## config.mk

```make
export PLATFORM = sky130hd
export DESIGN_NAME = ycr_sleep_ctrl
export DESIGN_NICKNAME = d
export VERILOG_FILES = /design/src/rtl/ycr_pm_pkg.sv /design/src/rtl/ycr_sat_cnt.sv /design/src/rtl/ycr_sleep_ctrl.sv
export SDC_FILE = /design/constraint.sdc
export NUM_CORES = 1
export LEC_CHECK = 0
export ABC_AREA = 1
export BUFFER_PORTS_ARGS = -buffer_cell sky130_fd_sc_hd__buf_4
export CAP_MARGIN = 25
export CORE_UTILIZATION = 50
export CTS_CLUSTER_DIAMETER = 100
export CTS_CLUSTER_SIZE = 8
export DETAILED_ROUTE_END_ITERATION = 16
export GPL_TIMING_DRIVEN = 0
export HOLD_SLACK_MARGIN = 0.02
export PLACE_DENSITY = 0.76
export SLEW_MARGIN = 5
export SYNTH_ARGS = -nofsm -noshare
export SYNTH_HDL_FRONTEND = slang
export SYNTH_HIERARCHICAL = 1
export SYNTH_SLANG_ARGS = --single-unit
export TNS_END_PERCENT = 30
```

## constraint.sdc

```tcl
create_clock -name clk -period 2.1 [get_ports clk]
set_clock_uncertainty 0.05 [all_clocks]
set_input_delay 0.525 -clock clk [delete_from_list [all_inputs] [get_ports clk]]
set_output_delay 0.525 -clock clk [all_outputs]
set_load 0.005 [all_outputs]
```

## src/rtl/ycr_pm_pkg.sv

```systemverilog
// Power-management state encodings shared by the sleep controller and the CSR/debug views of state_o.
package ycr_pm_pkg;

    localparam logic [2:0] YCR_PM_RUN    = 3'd0;
    localparam logic [2:0] YCR_PM_DRAIN  = 3'd1;
    localparam logic [2:0] YCR_PM_SLPREQ = 3'd2;
    localparam logic [2:0] YCR_PM_SLEEP  = 3'd3;
    localparam logic [2:0] YCR_PM_WAKE   = 3'd4;

    typedef enum logic [2:0] {
        RUN    = YCR_PM_RUN,
        DRAIN  = YCR_PM_DRAIN,
        SLPREQ = YCR_PM_SLPREQ,
        SLEEP  = YCR_PM_SLEEP,
        WAKE   = YCR_PM_WAKE
    } type_ycr_pm_state_e;

endpackage

```

## src/rtl/ycr_sat_cnt.sv

```systemverilog
// Saturating up-counter: holds at all-ones until clr or rst; val is registered, sat is combinational.
module ycr_sat_cnt #(
    parameter int W = 16
) (
    input  logic         clk,
    input  logic         rst,
    input  logic         inc,
    input  logic         clr,
    output logic [W-1:0] val,
    output logic         sat
);

    assign sat = &val;

    always_ff @(posedge clk) begin
        if (rst || clr) begin
            val <= '0;
        end else if (inc && !sat) begin
            val <= val + 1'b1;
        end
    end

endmodule

```

## src/rtl/ycr_sleep_ctrl.sv

```systemverilog
// Core sleep/wake sequencer on the always-on clock; all outputs registered.
// Wake in SLEEP -> wake_req_o next cycle; wfi_done_o WAKE_DLY cycles after clk_en_i is seen high.
module ycr_sleep_ctrl
    import ycr_pm_pkg::*;
#(
    parameter int NUM_WAKE_SRC = 4,
    parameter int IDLE_CNT_W   = 8,
    parameter int WAKE_DLY     = 2,
    parameter int SLP_CNT_W    = 16
) (
    input  logic                    clk,
    input  logic                    rst,
    input  logic                    sleep_en_i,
    input  logic                    wfi_req_i,
    input  logic                    pipe_idle_i,
    input  logic [NUM_WAKE_SRC-1:0] wake_src_i,
    input  logic [NUM_WAKE_SRC-1:0] wake_mask_i,
    input  logic                    dbg_halt_req_i,
    input  logic [IDLE_CNT_W-1:0]   idle_thresh_i,
    input  logic                    clk_en_i,
    output logic                    sleep_req_o,
    output logic                    wake_req_o,
    output logic                    wfi_done_o,
    output logic [2:0]              state_o,
    output logic [SLP_CNT_W-1:0]    sleep_cycles_o
);

    localparam int DLY_W = $clog2(WAKE_DLY + 1);

    logic [2:0]            state, state_nxt;
    logic [IDLE_CNT_W-1:0] idle_cnt, idle_cnt_nxt;
    logic [DLY_W-1:0]      dly_cnt, dly_cnt_nxt;
    logic                  clk_seen, clk_seen_nxt;
    logic                  sleep_req_nxt, wake_req_nxt, wfi_done_nxt;
    logic                  wake;
    logic                  slp_sat;

    assign wake = (|(wake_src_i & wake_mask_i)) | dbg_halt_req_i;

    always_comb begin
        state_nxt     = state;
        idle_cnt_nxt  = idle_cnt;
        dly_cnt_nxt   = dly_cnt;
        clk_seen_nxt  = clk_seen;
        sleep_req_nxt = 1'b0;
        wake_req_nxt  = 1'b0;
        wfi_done_nxt  = 1'b0;
        case (state)
            YCR_PM_RUN: begin
                if (wfi_req_i) begin
                    if (wake) begin
                        wfi_done_nxt = 1'b1;
                    end else if (sleep_en_i) begin
                        state_nxt    = YCR_PM_DRAIN;
                        idle_cnt_nxt = '0;
                    end
                end
            end
            YCR_PM_DRAIN: begin
                if (wake) begin
                    state_nxt    = YCR_PM_RUN;
                    wfi_done_nxt = 1'b1;
                end else if (!wfi_req_i) begin
                    state_nxt = YCR_PM_RUN;
                end else if (pipe_idle_i) begin
                    // >= keeps the counter from running past a threshold lowered mid-drain
                    if (idle_cnt >= idle_thresh_i) begin
                        state_nxt     = YCR_PM_SLPREQ;
                        sleep_req_nxt = 1'b1;
                    end else begin
                        idle_cnt_nxt = idle_cnt + 1'b1;
                    end
                end else begin
                    idle_cnt_nxt = '0;
                end
            end
            YCR_PM_SLPREQ: begin
                if (wake) begin
                    state_nxt    = YCR_PM_WAKE;
                    wake_req_nxt = 1'b1;
                    clk_seen_nxt = 1'b0;
                end else if (!clk_en_i) begin
                    state_nxt = YCR_PM_SLEEP;
                end else begin
                    sleep_req_nxt = 1'b1;
                end
            end
            YCR_PM_SLEEP: begin
                // an unexpected clock re-enable is handled like any other wake
                if (wake || clk_en_i) begin
                    state_nxt    = YCR_PM_WAKE;
                    wake_req_nxt = 1'b1;
                    clk_seen_nxt = 1'b0;
                end
            end
            YCR_PM_WAKE: begin
                if (!clk_seen) begin
                    if (clk_en_i) begin
                        clk_seen_nxt = 1'b1;
                        dly_cnt_nxt  = DLY_W'(WAKE_DLY - 1);
                    end else begin
                        wake_req_nxt = 1'b1;
                    end
                end else if (dly_cnt == '0) begin
                    state_nxt    = YCR_PM_RUN;
                    wfi_done_nxt = 1'b1;
                    clk_seen_nxt = 1'b0;
                end else begin
                    dly_cnt_nxt = dly_cnt - 1'b1;
                end
            end
            default: begin
                state_nxt = YCR_PM_RUN;
            end
        endcase
    end

    always_ff @(posedge clk) begin
        if (rst) begin
            state       <= YCR_PM_RUN;
            idle_cnt    <= '0;
            dly_cnt     <= '0;
            clk_seen    <= 1'b0;
            sleep_req_o <= 1'b0;
            wake_req_o  <= 1'b0;
            wfi_done_o  <= 1'b0;
        end else begin
            state       <= state_nxt;
            idle_cnt    <= idle_cnt_nxt;
            dly_cnt     <= dly_cnt_nxt;
            clk_seen    <= clk_seen_nxt;
            sleep_req_o <= sleep_req_nxt;
            wake_req_o  <= wake_req_nxt;
            wfi_done_o  <= wfi_done_nxt;
        end
    end

    assign state_o = state;

    ycr_sat_cnt #(
        .W (SLP_CNT_W)
    ) u_slp_cnt (
        .clk (clk),
        .rst (rst),
        .inc ((state == YCR_PM_SLEEP) && !slp_sat),
        .clr (1'b0),
        .val (sleep_cycles_o),
        .sat (slp_sat)
    );

endmodule
```

==> out/metrics.json, run 1 <==
{
  "fp.coreArea": {"value": 4350, "unit": "um^2"},
  "synth.ff_latch_count": {"value": 33},
  "grt_max_degree": {"value": 12},
  "status": {"value": "completed"},
  "hold_end": {"value": "dly_cnt[0]"},
  "postSynthAreaPerCell": {"value": 6.25, "unit": "um^2"},
  "cts_root_buffer": {"value": "sky130_fd_sc_hd__clkbuf_8"},
  "post_route_cells_drive_above_1_share": {"value": 22.7, "unit": "%"},
  "r2r_setup_slack": {"value": 150, "unit": "ps"},
  "layout_commonest_cell": {"value": "sky130_fd_sc_hd__nand2_1"},
  "post_cts_hold_buffer_count": {"value": 0},
  "postLayoutCoreUtil": {"value": 64.9, "unit": "%"},
  "ant_nets": {"value": 0},
  "yosysTopAreaCell": {"value": "sky130_fd_sc_hd__dfxtp_1"},
  "timing.final.hold_violations": {"value": 0},
  "finalWirelength": {"value": 4840, "unit": "um"},
  "power_leakage": {"value": 1.32, "unit": "nW"},
  "initialDrtViolationCount": {"value": 89},
  "endpoint_required_time_on_the_critical_path": {"value": 2240, "unit": "ps"},
  "drtPass1Iterations": {"value": 4},
  "power.density": {"value": 714, "unit": "nW/um^2"},
  "yosys-top-cells-area": {"value": "sky130_fd_sc_hd__dfxtp_1 29%, sky130_fd_sc_hd__nand2_1 15%, sky130_fd_sc_hd__nor2_1 12%, sky130_fd_sc_hd__inv_1 7.5%, sky130_fd_sc_hd__ha_1 6.1%"},
  "cts.sinks": {"value": 33},
  "number_of_remaining_drc_errors": {"value": 0},
  "gp_routability_congestion": {"value": 0.831},
  "yosys_warnings": {"value": 6},
  "htreeDepth": {"value": 2},
  "timing.final.crit_share": {"value": 92.7, "unit": "%"},
  "synthesis.nets": {"value": 395},
  "critical_path_class": {"value": "flip-flop to flip-flop"},
  "mappedNetlistArea": {"value": 2260, "unit": "um^2"},
  "global_route.usage.met2": {"value": 35.7, "unit": "%"},
  "grt_pass1_vias": {"value": 2041},
  "total_power": {"value": 0.00202, "unit": "W"},
  "reg2regPathDepth": {"value": 12},
  "die_width": {"value": 69.2, "unit": "um"},
  "achievable-frequency": {"value": 514, "unit": "MHz"},
  "seq_area_frac_synth": {"value": 29.3, "unit": "%"},
  "global_route.overflow_total": {"value": 0},
  "max_cap_violations": {"value": 0},
  "end_kind": {"value": "flip-flop"},
  "critical_path.startpoint_type": {"value": "flip-flop"},
  "detailed_place.area": {"value": 2650, "unit": "um^2"},
  "groute.usage.overall": {"value": 21.8, "unit": "%"},
  "post_drt_wl_per_cell": {"value": 10.4, "unit": "um"},
  "cp_max_fo": {"value": 5},
  "timing.critical_path.arrival": {"value": 2090, "unit": "ps"},
  "final-setup-viol-count": {"value": 0},
  "drt-vias-per-instance": {"value": 4.90},
  "slew_viol_final": {"value": 0},
  "cts_buffers": {"value": 5},
  "detailroute.via_count": {"value": 2288},
  "met1_demand_to_capacity_share_in_global_routing": {"value": 28.4, "unit": "%"},
  "stdcell_area": {"value": 2820, "unit": "um^2"},
  "design.final.nets": {"value": 448},
  "layout_common_cells": {"value": "93 x sky130_fd_sc_hd__nand2_1, 69 x sky130_fd_sc_hd__nor2_1, 46 x sky130_fd_sc_hd__buf_4"},
  "final.min_clock_period": {"value": 1950, "unit": "ps"},
  "grt_first_pass_wirelength": {"value": 8580, "unit": "um"},
  "min-delay-start": {"value": "dly_cnt[0]"},
  "worst_skew_pair.late_latency": {"value": 290, "unit": "ps"},
  "floorplan.die.height": {"value": 69.2, "unit": "um"},
  "antenna_cells_inserted": {"value": 0},
  "hold_path_depth": {"value": 1},
  "placement.io_buffers": {"value": 44},
  "die_area": {"value": 4790, "unit": "um^2"},
  "std_cell_rows": {"value": 24},
  "area_delta_synth_final": {"value": 25.1, "unit": "%"},
  "gr-usage-met3": {"value": 4.36, "unit": "%"},
  "netlist.area_leader.share": {"value": 29.3, "unit": "%"},
  "floorplan.initialDensity": {"value": 51.8, "unit": "%"},
  "hold_class": {"value": "flip-flop to flip-flop"},
  "ir_worst_vdd": {"value": 0.653, "unit": "mV"},
  "num-fill-cells": {"value": 427},
  "r2r-start": {"value": "u_slp_cnt/val[1]"},
  "clk_pin_slew_worst_paths": {"value": 70, "unit": "ps"},
  "clock_path_buffers": {"value": 2},
  "synthCells": {"value": 361},
  "tritoncts": {"value": "built"},
  "dp_hpwl": {"value": 3790, "unit": "um"},
  "io_pins": {"value": 45},
  "number_of_antenna_violations_at_the_first_check_in_global_routing": {"value": 0},
  "busiest_layer": {"value": "met2"},
  "worstReg2RegEnd": {"value": "u_slp_cnt/val[10]"},
  "ys_types": {"value": 32},
  "rsz0062_at_grt": {"value": "no"}
}
==> worst max path at each step <==
stage | start | end | slack (ps) | cells past startpoint
final | u_slp_cnt/val[1] | u_slp_cnt/val[10] | 150 | 12
after global routing | u_slp_cnt/val[1] | u_slp_cnt/val[8] | 5 | 13
after CTS | u_slp_cnt/val[0] | u_slp_cnt/val[14] | 4 | 13
after detailed placement | u_slp_cnt/val[0] | u_slp_cnt/val[14] | -320 | 13
after global placement | u_slp_cnt/val[0] | u_slp_cnt/val[14] | -290 | 13
after floorplan | u_slp_cnt/val[0] | u_slp_cnt/val[14] | 10 | 13
==> logic make-up after synthesis <==
logic type               share of synthesized area (%)
adder cells (fa/ha/maj)                           6.10
XOR/XNOR                                          1.16
AO/OA/AOI/OAI                                     8.48
flip-flops                                        29.3
buffers and inverters                             10.0
other                                            0.166
AND/OR/NAND/NOR                                   44.8
==> repair_timing <==
item | in CTS | in global routing
setup buffers | 0 | 2
endpoints found under the hold margin | 0 | 0
gates cloned | 0 | 0
pin swaps | 0 | 1
resized for setup | 4 | 3
endpoints found under the setup margin | 8 | 6
==> Yosys cell counts (all sizes together) <==
master and count:
a211oi 1, a21o 1, a21oi 20, a31oi 2
and2 1, buf 4, clkinv 1, conb 1
dfxtp 33, ha 11, inv 51, nand2 102
nand3 24, nand3b 4, nand4 7, nor2 80
nor3 4, o21ai 10, o22ai 1, xnor2 1
xor2 2
==> state kept, by name (all words and copies together), names as in the netlist <==
name and count:
u_slp_cnt/val 16, clk_seen 1, dly_cnt 2, state_o 3, wfi_done_o 1, wake_req_o 1, sleep_req_o 1, idle_cnt 8
==> metrics by stage <==
step / std cells / TNS [ps] / worst slack [ps] / hold slack (ps)
2_1_floorplan: 361 / 0 / 9.82 / 383
3_3_place_gp: 457 / -1410 / -295 / 399
6_report: 467 / 0 / 153 / 416
3_5_place_dp: 457 / -1760 / -321 / 405
5_1_grt: 467 / 0 / 5.19 / 459
4_1_cts: 465 / 0 / 4.18 / 416
==> power breakdown <==
group / leakage, nW / internal (W) / switching (W)
combinational: 0.984 / 0.000229 / 0.000332
sequential: 0.267 / 0.000679 / 0.0000588
clock: 0.0681 / 0.000472 / 0.000244
==> metal layers <==
layer | vias to the layer above | share of wire, %
li1 | 1238 | -
met1 | 1002 | 49
met2 | 41 | 45
met3 | 7 | 4.1
met4 | 0 | 1.4
met5 | - | 0
==> area by class of cell <==
type	instances	area (um^2)	area share, %
buffer	4	31.3	1.11
clock buffer	5	68.8	2.44
clock inverter	3	65.1	2.30
inverter	52	195	6.91
multi-input combinational	272	1390	49.3
sequential	33	662	23.4
tap	52	65.1	2.30
timing repair buffer	46	345	12.2
==> critical path, cell delays in order (launching register included) <==
cell,delay (ps)
sky130_fd_sc_hd__dfxtp_1,400
sky130_fd_sc_hd__ha_1,220
sky130_fd_sc_hd__nand2_1,110
sky130_fd_sc_hd__nor2_4,140
sky130_fd_sc_hd__nand2_2,100
sky130_fd_sc_hd__nor2_4,170
sky130_fd_sc_hd__nor3_4,60
sky130_fd_sc_hd__inv_2,100
sky130_fd_sc_hd__nor2_4,60
sky130_fd_sc_hd__nand2_1,120
sky130_fd_sc_hd__nor2_1,80
sky130_fd_sc_hd__a21oi_1,160
sky130_fd_sc_hd__nor2_1,60
Power figures use the tool's default switching activity.
==> run 2, diff against run 1 <==
--- a/config.mk
+++ b/config.mk
@@ -5,10 +5,9 @@
 export SDC_FILE = /design/constraint.sdc
 export NUM_CORES = 1
 export LEC_CHECK = 0
-export ABC_AREA = 1
 export BUFFER_PORTS_ARGS = -buffer_cell sky130_fd_sc_hd__buf_4
 export CAP_MARGIN = 25
-export CORE_UTILIZATION = 50
+export CORE_UTILIZATION = 49
 export CTS_CLUSTER_DIAMETER = 100
 export CTS_CLUSTER_SIZE = 8
 export DETAILED_ROUTE_END_ITERATION = 16
==> out/metrics.json, run 2 <==
{
  "status": {"value": "finished, violations left"},
  "violations_in_the_final_reports": {"value": "negative setup slack"},
  "async_flop_share": {"value": 0, "unit": "%", "change": "unchanged"},
  "critical_path.startpoint_type": {"value": "input pin"},
  "critical_path_class": {"value": "input pin to flip-flop"},
  "rsz0062_at_grt": {"value": "yes"},
  "netlist.area_leader.share": {"value": 32.6, "unit": "%", "change": "+3.3 points"},
  "io_pins": {"value": 45, "change": "unchanged"},
  "final-setup-viol-count": {"value": 1, "change": "+1"},
  "floorplan.die.height": {"value": 66.3, "unit": "um", "change": "-4.1%"},
  "synth-edff-count": {"value": 0, "change": "unchanged"},
  "area_delta_synth_final": {"value": 31.2, "unit": "%"},
  "registers.top_by_ff_count": {"value": "u_slp_cnt/val"},
  "post_route_cells_drive_above_1_share": {"value": 29.0, "unit": "%", "change": "+6.4 points"},
  "htreeDepth": {"value": 2, "change": "unchanged"},
  "cpLargestDelayFamily": {"value": "compound AO/OA/AOI/OAI gates"},
  "design.final.nets": {"value": 336, "change": "-25%"},
  "worst_skew_pair.late_latency": {"value": 290, "unit": "ps", "change": "about the same"},
  "ant_nets": {"value": 0, "change": "unchanged"},
  "cp_max_fo": {"value": 8, "change": "+3"},
  "layout_commonest_cell": {"value": "sky130_fd_sc_hd__buf_4"},
  "ir_worst_vdd": {"value": 0.611, "unit": "mV", "change": "-6.4%"},
  "gp_routability_congestion": {"value": 0.814, "change": "-2.1%"},
  "post_drt_wl_per_cell": {"value": 14.1, "unit": "um", "change": "+36%"},
  "number_of_remaining_drc_errors": {"value": 0, "change": "unchanged"},
  "cts.sinks": {"value": 33, "change": "unchanged"},
  "groute.usage.overall": {"value": 23.4, "unit": "%", "change": "+1.7 points"},
  "die_width": {"value": 66.3, "unit": "um", "change": "-4.1%"},
  "clk_pin_slew_worst_paths": {"value": 70, "unit": "ps", "change": "about the same"},
  "synth.ff_latch_count": {"value": 33, "change": "unchanged"},
  "achievable-frequency": {"value": 460, "unit": "MHz", "change": "-10%"},
  "endpoint_required_time_on_the_critical_path": {"value": 2230, "unit": "ps", "change": "about the same"},
  "post_cts_hold_buffer_count": {"value": 0, "change": "unchanged"},
  "timing.critical_path.arrival": {"value": 2300, "unit": "ps", "change": "+210 ps"},
  "initialDrtViolationCount": {"value": 86, "change": "-3.4%"},
  "finalWorstSetupSlack": {"value": -72.0, "unit": "ps", "change": "-225 ps"},
  "ys_types": {"value": 55, "change": "+72%"},
  "critPathBufInv": {"value": 2, "change": "+1"},
  "drtPass1Iterations": {"value": 5, "change": "+1"},
  "cts_buffers": {"value": 5, "change": "unchanged"},
  "power_leakage": {"value": 1.08, "unit": "nW", "change": "-18%"},
  "number_of_flip_flops_under_the_largest_register_name": {"value": 16, "change": "unchanged"},
  "cp_cell_sequence": {"value": "buf_4 -> inv_1 -> ha_1 -> and3_4 -> a221o_1 -> a22o_4 -> o211ai_1 -> mux2_4"},
  "power.density": {"value": 617, "unit": "nW/um^2", "change": "-14%"},
  "mappedNetlistArea": {"value": 2030, "unit": "um^2", "change": "-10%"},
  "tritoncts": {"value": "built"},
  "critPathMaxStageDelay": {"value": 360, "unit": "ps", "change": "-40 ps"},
  "place_inst": {"value": 342, "change": "-25%"},
  "final_cell_count_without_fillers": {"value": 353, "change": "-24%"},
  "yosys_warnings": {"value": 6, "change": "unchanged"},
  "max_cap_violations": {"value": 0, "change": "unchanged"},
  "seq_area_frac_synth": {"value": 32.6, "unit": "%", "change": "+3.3 points"},
  "std_cell_rows": {"value": 23, "change": "-4.2%"},
  "end_kind": {"value": "flip-flop"},
  "transition_time_of_the_tightest_slew_check_pin": {"value": 593, "unit": "ps"},
  "grt_pass1_vias": {"value": 1904, "change": "-6.7%"},
  "layout_common_cells": {"value": "50 x sky130_fd_sc_hd__buf_4, 24 x sky130_fd_sc_hd__dfxtp_1, 19 x sky130_fd_sc_hd__nand2_1"},
  "timing.final.hold_violations": {"value": 0, "change": "unchanged"},
  "synthCells": {"value": 246, "change": "-32%"},
  "number_of_antenna_violations_at_the_first_check_in_global_routing": {"value": 0, "change": "unchanged"},
  "synth_ff_type": {"value": "sky130_fd_sc_hd__dfxtp_1"},
  "clock_path_buffers": {"value": 2, "change": "unchanged"},
  "hold_class": {"value": "flip-flop to flip-flop"},
  "placement.io_buffers": {"value": 44, "change": "unchanged"},
  "worst_path_max_delay_cell": {"value": "sky130_fd_sc_hd__a221o_1"},
  "grt_first_pass_wirelength": {"value": 8050, "unit": "um", "change": "-6.2%"},
  "yosysTopAreaCell": {"value": "sky130_fd_sc_hd__dfxtp_1"},
  "antenna_cells_inserted": {"value": 0, "change": "unchanged"},
  "slew_viol_final": {"value": 0, "change": "unchanged"},
  "holdWs": {"value": 425, "unit": "ps", "change": "+8.51 ps"},
  "timing.final.crit_share": {"value": 103, "unit": "%", "change": "+11 points"},
  "yosys.cell_count.top_type": {"value": "sky130_fd_sc_hd__dfxtp_1"},
  "yosys-top-cells-area": {"value": "sky130_fd_sc_hd__dfxtp_1 33%, sky130_fd_sc_hd__ha_1 6.8%, sky130_fd_sc_hd__o21ai_0 3.7%, sky130_fd_sc_hd__nand2_1 3.5%, sky130_fd_sc_hd__nor2_1 3.3%"},
  "dp_hpwl": {"value": 3430, "unit": "um", "change": "-9.4%"},
  "die_area": {"value": 4400, "unit": "um^2", "change": "-8.1%"},
  "cts_root_buffer": {"value": "sky130_fd_sc_hd__clkbuf_8"},
  "drt-vias-per-instance": {"value": 5.90, "change": "+20%"},
  "r2r_setup_slack": {"value": -60, "unit": "ps", "change": "-210 ps"},
  "detailroute.via_count": {"value": 2082, "change": "-9.0%"},
  "grt_max_degree": {"value": 12, "change": "unchanged"},
  "max_slew_margin": {"value": 60.4, "unit": "%"},
  "synthTopCellsByCount": {"value": "33 x sky130_fd_sc_hd__dfxtp_1, 19 x sky130_fd_sc_hd__nand2_1, 18 x sky130_fd_sc_hd__nor2_1"},
  "floorplan.initialDensity": {"value": 50.7, "unit": "%", "change": "-1.1 points"},
  "postSynthAreaPerCell": {"value": 8.24, "unit": "um^2", "change": "+32%"},
  "finalWirelength": {"value": 4970, "unit": "um", "change": "+2.7%"},
  "fp.coreArea": {"value": 4000, "unit": "um^2", "change": "-8.1%"},
  "final.min_clock_period": {"value": 2170, "unit": "ps", "change": "+225 ps"},
  "global_route.overflow_total": {"value": 0, "change": "unchanged"}
}
==> run 2: changes by cell type in the layout (fill, tap and decap cells not counted), moves of 7 or more <==
cell	previous run	this run
sky130_fd_sc_hd__nand3_1	21	11
sky130_fd_sc_hd__and3_1	0	8
sky130_fd_sc_hd__nand2_1	93	19
sky130_fd_sc_hd__dfxtp_2	1	8
sky130_fd_sc_hd__dfxtp_1	32	24
sky130_fd_sc_hd__inv_2	7	0
sky130_fd_sc_hd__nand2_2	9	0
sky130_fd_sc_hd__nor2_1	69	17
sky130_fd_sc_hd__inv_1	44	14
==> run 2: worst register-to-register path: stages (launching register included) <==
cell,delay (ps)
sky130_fd_sc_hd__dfxtp_2,350
sky130_fd_sc_hd__ha_1,280
sky130_fd_sc_hd__and3_4,190
sky130_fd_sc_hd__a221o_1,360
sky130_fd_sc_hd__a22o_4,270
sky130_fd_sc_hd__o211ai_1,240
sky130_fd_sc_hd__mux2_4,320
==> run 2: cell type report <==
class                      count  area (um^2)
multi-input combinational    193         1370
clock inverter                 3         17.5
timing repair buffer          49          368
buffer                         6         45.0
tap                           50         62.6
inverter                      14         52.6
fill                         342         1340
sequential                    33          674
clock buffer                   5         68.8
==> run 2: through the flow <==
stage          power [W]  utilization [%]  setup TNS [ps]  setup slack (ps)  area (um^2)
6_report         0.00164             66.5           -72.0             -72.0         2660
5_1_grt          0.00173             66.5            -283              -119         2660
4_1_cts          0.00163             65.0            -341             -94.2         2600
3_5_place_dp     0.00115             61.4           -6510              -471         2460
3_3_place_gp     0.00114             61.4           -5900              -409         2460
2_1_floorplan    0.00100                -           -1030              -186         2060
==> run 2: timing repair <==
item,CTS,global route
gates cloned,0,0
gates resized for setup,12,13
setup buffers,3,2
pin swaps,5,9
setup endpoints to repair,18,24
==> run 2: worst paths after layout <==
check	from	to	cells past startpoint
worst max register to register	idle_cnt[5]	state_o[0]	6
worst min-delay path	idle_cnt[6]	idle_cnt[6]	1
worst max-delay path	idle_thresh_i[5]	state_o[0]	8
worst min register to register	idle_cnt[6]	idle_cnt[6]	1
==> run 2: layer usage <==
metal / track usage [%] / part of all wire [%] / up-vias
met4: 9.31 / 1.3 / 0
met5: 0 / 0 / -
met1: 26.8 / 44 / 975
met2: 42.3 / 50 / 64
met3: 4.48 / 4.3 / 9
li1: - / - / 1034
==> run 2: cells by family after synthesis <==
kind of cell / Yosys count / synth area share (%)
xor+xnor: 3 / 1.30
flops: 33 / 32.6
compound gates: 60 / 20.7
mux: 4 / 2.22
other cells: 1 / 0.185
simple gates: 112 / 31.3
buf+inv: 22 / 4.87
fa+ha+maj: 11 / 6.79
==> run 2: report_power, final <==
part / internal [W] / switching, W
logic: 0.000230 / 0.000226
registers: 0.000664 / 0.0000503
clock network: 0.000229 / 0.000242
==> run 3, diff against run 2 <==
--- a/config.mk
+++ b/config.mk
@@ -7,13 +7,13 @@
 export LEC_CHECK = 0
 export BUFFER_PORTS_ARGS = -buffer_cell sky130_fd_sc_hd__buf_4
 export CAP_MARGIN = 25
-export CORE_UTILIZATION = 49
+export CORE_UTILIZATION = 58
 export CTS_CLUSTER_DIAMETER = 100
 export CTS_CLUSTER_SIZE = 8
 export DETAILED_ROUTE_END_ITERATION = 16
 export GPL_TIMING_DRIVEN = 0
-export HOLD_SLACK_MARGIN = 0.02
-export PLACE_DENSITY = 0.76
+export HOLD_SLACK_MARGIN = 0.05
+export PLACE_DENSITY = 0.85
 export SLEW_MARGIN = 5
 export SYNTH_ARGS = -nofsm -noshare
 export SYNTH_HDL_FRONTEND = slang
==> constraint.sdc (replaced) <==
create_clock -name clk -period 2.5 [get_ports clk]
set_clock_uncertainty 0.05 [all_clocks]
set_input_delay 0.625 -clock clk [delete_from_list [all_inputs] [get_ports clk]]
set_output_delay 0.625 -clock clk [all_outputs]
set_load 0.005 [all_outputs]
==> out/metrics.json, run 3 (synthesis gave the netlist of run 2 again) <==
{
  "timing.final.crit_share": {"value": 96.5, "unit": "%"},
  "floorplan.die.height": {"value": 61.1, "unit": "um", "change": "-7.8%"},
  "cts.sinks": {"value": 33, "change": "unchanged"},
  "io_pins": {"value": 45, "change": "unchanged"},
  "antenna_cells_inserted": {"value": 0, "change": "unchanged"},
  "power_leakage": {"value": 1.02, "unit": "nW", "change": "-5.3%"},
  "area_delta_synth_final": {"value": 22.9, "unit": "%"},
  "initialDrtViolationCount": {"value": 112, "change": "+30%"},
  "die_area": {"value": 3740, "unit": "um^2", "change": "-15%"},
  "drt-vias-per-instance": {"value": 5.97, "change": "+1.2%"},
  "power.share.switching": {"value": 31.2, "unit": "%", "change": "-0.40 points"},
  "clk_pin_slew_worst_paths": {"value": 100, "unit": "ps", "change": "+30 ps"},
  "p_int": {"value": 0.000870, "unit": "W", "change": "-23%"},
  "cts_root_buffer": {"value": "sky130_fd_sc_hd__clkbuf_4"},
  "gp_routability_congestion": {"value": 0.818, "change": "+0.52%"},
  "ant_nets": {"value": 0, "change": "unchanged"},
  "detailroute.via_count": {"value": 2065, "change": "-0.82%"},
  "floorplan.initialDensity": {"value": 60.8, "unit": "%", "change": "+10 points"},
  "cp_max_fo": {"value": 8, "change": "unchanged"},
  "global_route.overflow_total": {"value": 0, "change": "unchanged"},
  "post_route_cells_drive_above_1_share": {"value": 22.0, "unit": "%", "change": "-7.0 points"},
  "number_of_remaining_drc_errors": {"value": 0, "change": "unchanged"},
  "htreeDepth": {"value": 2, "change": "unchanged"},
  "p_seq_share": {"value": 48.5, "unit": "%", "change": "+5.0 points"},
  "registers.top_by_ff_count": {"value": "u_slp_cnt/val"},
  "final.min_clock_period": {"value": 2410, "unit": "ps"},
  "tritoncts": {"value": "built"},
  "hold_class": {"value": "flip-flop to flip-flop"},
  "post_drt_wl_per_cell": {"value": 13.3, "unit": "um", "change": "-5.3%"},
  "timing.critical_path.arrival": {"value": 2630, "unit": "ps", "change": "+330 ps"},
  "cts_buffers": {"value": 5, "change": "unchanged"},
  "p_comb_share": {"value": 27.0, "unit": "%", "change": "-0.8 points"},
  "final-setup-viol-count": {"value": 0, "change": "-1"},
  "status": {"value": "completed"},
  "max_cap_violations": {"value": 0, "change": "unchanged"},
  "clock_path_buffers": {"value": 2, "change": "unchanged"},
  "grt_first_pass_wirelength": {"value": 7220, "unit": "um", "change": "-10%"},
  "end_kind": {"value": "flip-flop"},
  "transition_time_of_the_tightest_slew_check_pin": {"value": 699, "unit": "ps", "change": "+106 ps"},
  "drtPass1Iterations": {"value": 4, "change": "-1"},
  "post_cts_hold_buffer_count": {"value": 0, "change": "unchanged"},
  "groute.usage.overall": {"value": 25.7, "unit": "%", "change": "+2.3 points"},
  "number_of_antenna_violations_at_the_first_check_in_global_routing": {"value": 0, "change": "unchanged"},
  "worst_skew_pair.late_latency": {"value": 330, "unit": "ps", "change": "+40 ps"},
  "timing.final.hold_violations": {"value": 0, "change": "unchanged"},
  "dp_hpwl": {"value": 3420, "unit": "um", "change": "-0.46%"},
  "ir_worst_vdd": {"value": 0.283, "unit": "mV", "change": "-54%"},
  "layout_commonest_cell": {"value": "sky130_fd_sc_hd__buf_4"},
  "endpoint_required_time_on_the_critical_path": {"value": 2720, "unit": "ps", "change": "+490 ps"},
  "rsz0062_at_grt": {"value": "no"},
  "power.switching": {"value": 0.000394, "unit": "W", "change": "-24%"},
  "grt_pass1_vias": {"value": 1767, "change": "-7.2%"},
  "layout_common_cells": {"value": "47 x sky130_fd_sc_hd__buf_4, 32 x sky130_fd_sc_hd__dfxtp_1, 19 x sky130_fd_sc_hd__nand2_1"},
  "critical_path_class": {"value": "flip-flop to flip-flop"},
  "finalWirelength": {"value": 4610, "unit": "um", "change": "-7.2%"},
  "postLayoutCoreUtil": {"value": 74.7, "unit": "%", "change": "+8.2 points"},
  "fp.coreArea": {"value": 3340, "unit": "um^2", "change": "-17%"},
  "placement.io_buffers": {"value": 44, "change": "unchanged"},
  "number_of_flip_flops_under_the_largest_register_name": {"value": 16, "change": "unchanged"},
  "achievable-frequency": {"value": 415, "unit": "MHz"},
  "max_slew_margin": {"value": 53.4, "unit": "%", "change": "-7.0 points"},
  "clock_power_share": {"value": 24.5, "unit": "%", "change": "-4.2 points"},
  "critical_path.startpoint_type": {"value": "flip-flop"},
  "design.final.nets": {"value": 334, "change": "-0.60%"},
  "power.density": {"value": 507, "unit": "nW/um^2", "change": "-18%"},
  "place_inst": {"value": 338, "change": "-1.2%"},
  "final_cell_count_without_fillers": {"value": 346, "change": "-2.0%"},
  "die_width": {"value": 61.1, "unit": "um", "change": "-7.8%"},
  "slew_viol_final": {"value": 0, "change": "unchanged"},
  "std_cell_rows": {"value": 21, "change": "-8.7%"},
  "grt_max_degree": {"value": 14, "change": "+2"}
}
==> run 3: layer usage <==
metal | vias to the layer above | part of all wire, % | track usage [%]
li1 | 1030 | - | -
met1 | 956 | 44 | 29.1
met2 | 72 | 50 | 47.2
met3 | 7 | 5.6 | 6.72
met4 | 0 | 0.85 | 7.79
met5 | - | 0 | 0
==> run 3: final timing paths <==
| path | slack [ps] | startpoint | endpoint | cells past startpoint |
|---|---|---|---|---|
| setup / recovery | 90 | u_slp_cnt/val[0] | u_slp_cnt/val[15] | 9 |
| setup reg to reg | 90 | u_slp_cnt/val[0] | u_slp_cnt/val[15] | 9 |
| hold reg to reg | 450 | dly_cnt[0] | dly_cnt[0] | 2 |
| hold / removal | 450 | dly_cnt[0] | dly_cnt[0] | 2 |
==> run 3: critical path, cell delays in order, from the launching register on <==
cell,delay [ps]
sky130_fd_sc_hd__dfxtp_1,370
sky130_fd_sc_hd__ha_1,250
sky130_fd_sc_hd__nand4_1,120
sky130_fd_sc_hd__nor4_2,90
sky130_fd_sc_hd__nor2_2,130
sky130_fd_sc_hd__nand4_1,190
sky130_fd_sc_hd__or3_1,360
sky130_fd_sc_hd__clkbuf_2,170
sky130_fd_sc_hd__or4_1,470
sky130_fd_sc_hd__a21oi_1,150
==> run 3: power groups by stage <==
stage	registers, W	clock network (W)	logic (W)
finish	0.000612	0.000310	0.000342
global route	0.000622	0.000333	0.000377
CTS	0.000611	0.000313	0.000341
detailed placement	0.000605	0	0.000355
global placement	0.000605	0	0.000347
floorplan	0.000599	0	0.000240
==> run 3: repair_timing <==
| item | CTS | global route |
|---|---|---|
| setup buffers | 2 | 0 |
| endpoints found under the setup margin | 6 | 0 |
| gates resized for setup | 1 | 0 |
==> run 3: stage by stage <==
step                      TNS (ps)  hold slack, ps  power (W)  instance area, um^2  setup slack [ps]
final                            0             449    0.00126                 2490              88.2
after global placement        -767             418   0.000952                 2430              -197
after floorplan                  0             392   0.000840                 2040              34.9
after CTS                        0             445    0.00127                 2490               134
after global routing             0             459    0.00133                 2490              8.05
after detailed placement     -1290             427   0.000961                 2430              -235
==> run 3: area by class of cell <==
class / count / area, um^2
Buffer: 7 / 42.5
Clock buffer: 7 / 55.1
Fill cell: 271 / 843
Inverter: 14 / 52.6
Multi-Input combinational cell: 193 / 1280
Sequential cell: 33 / 662
Tap cell: 46 / 57.6
Timing Repair Buffer: 46 / 345
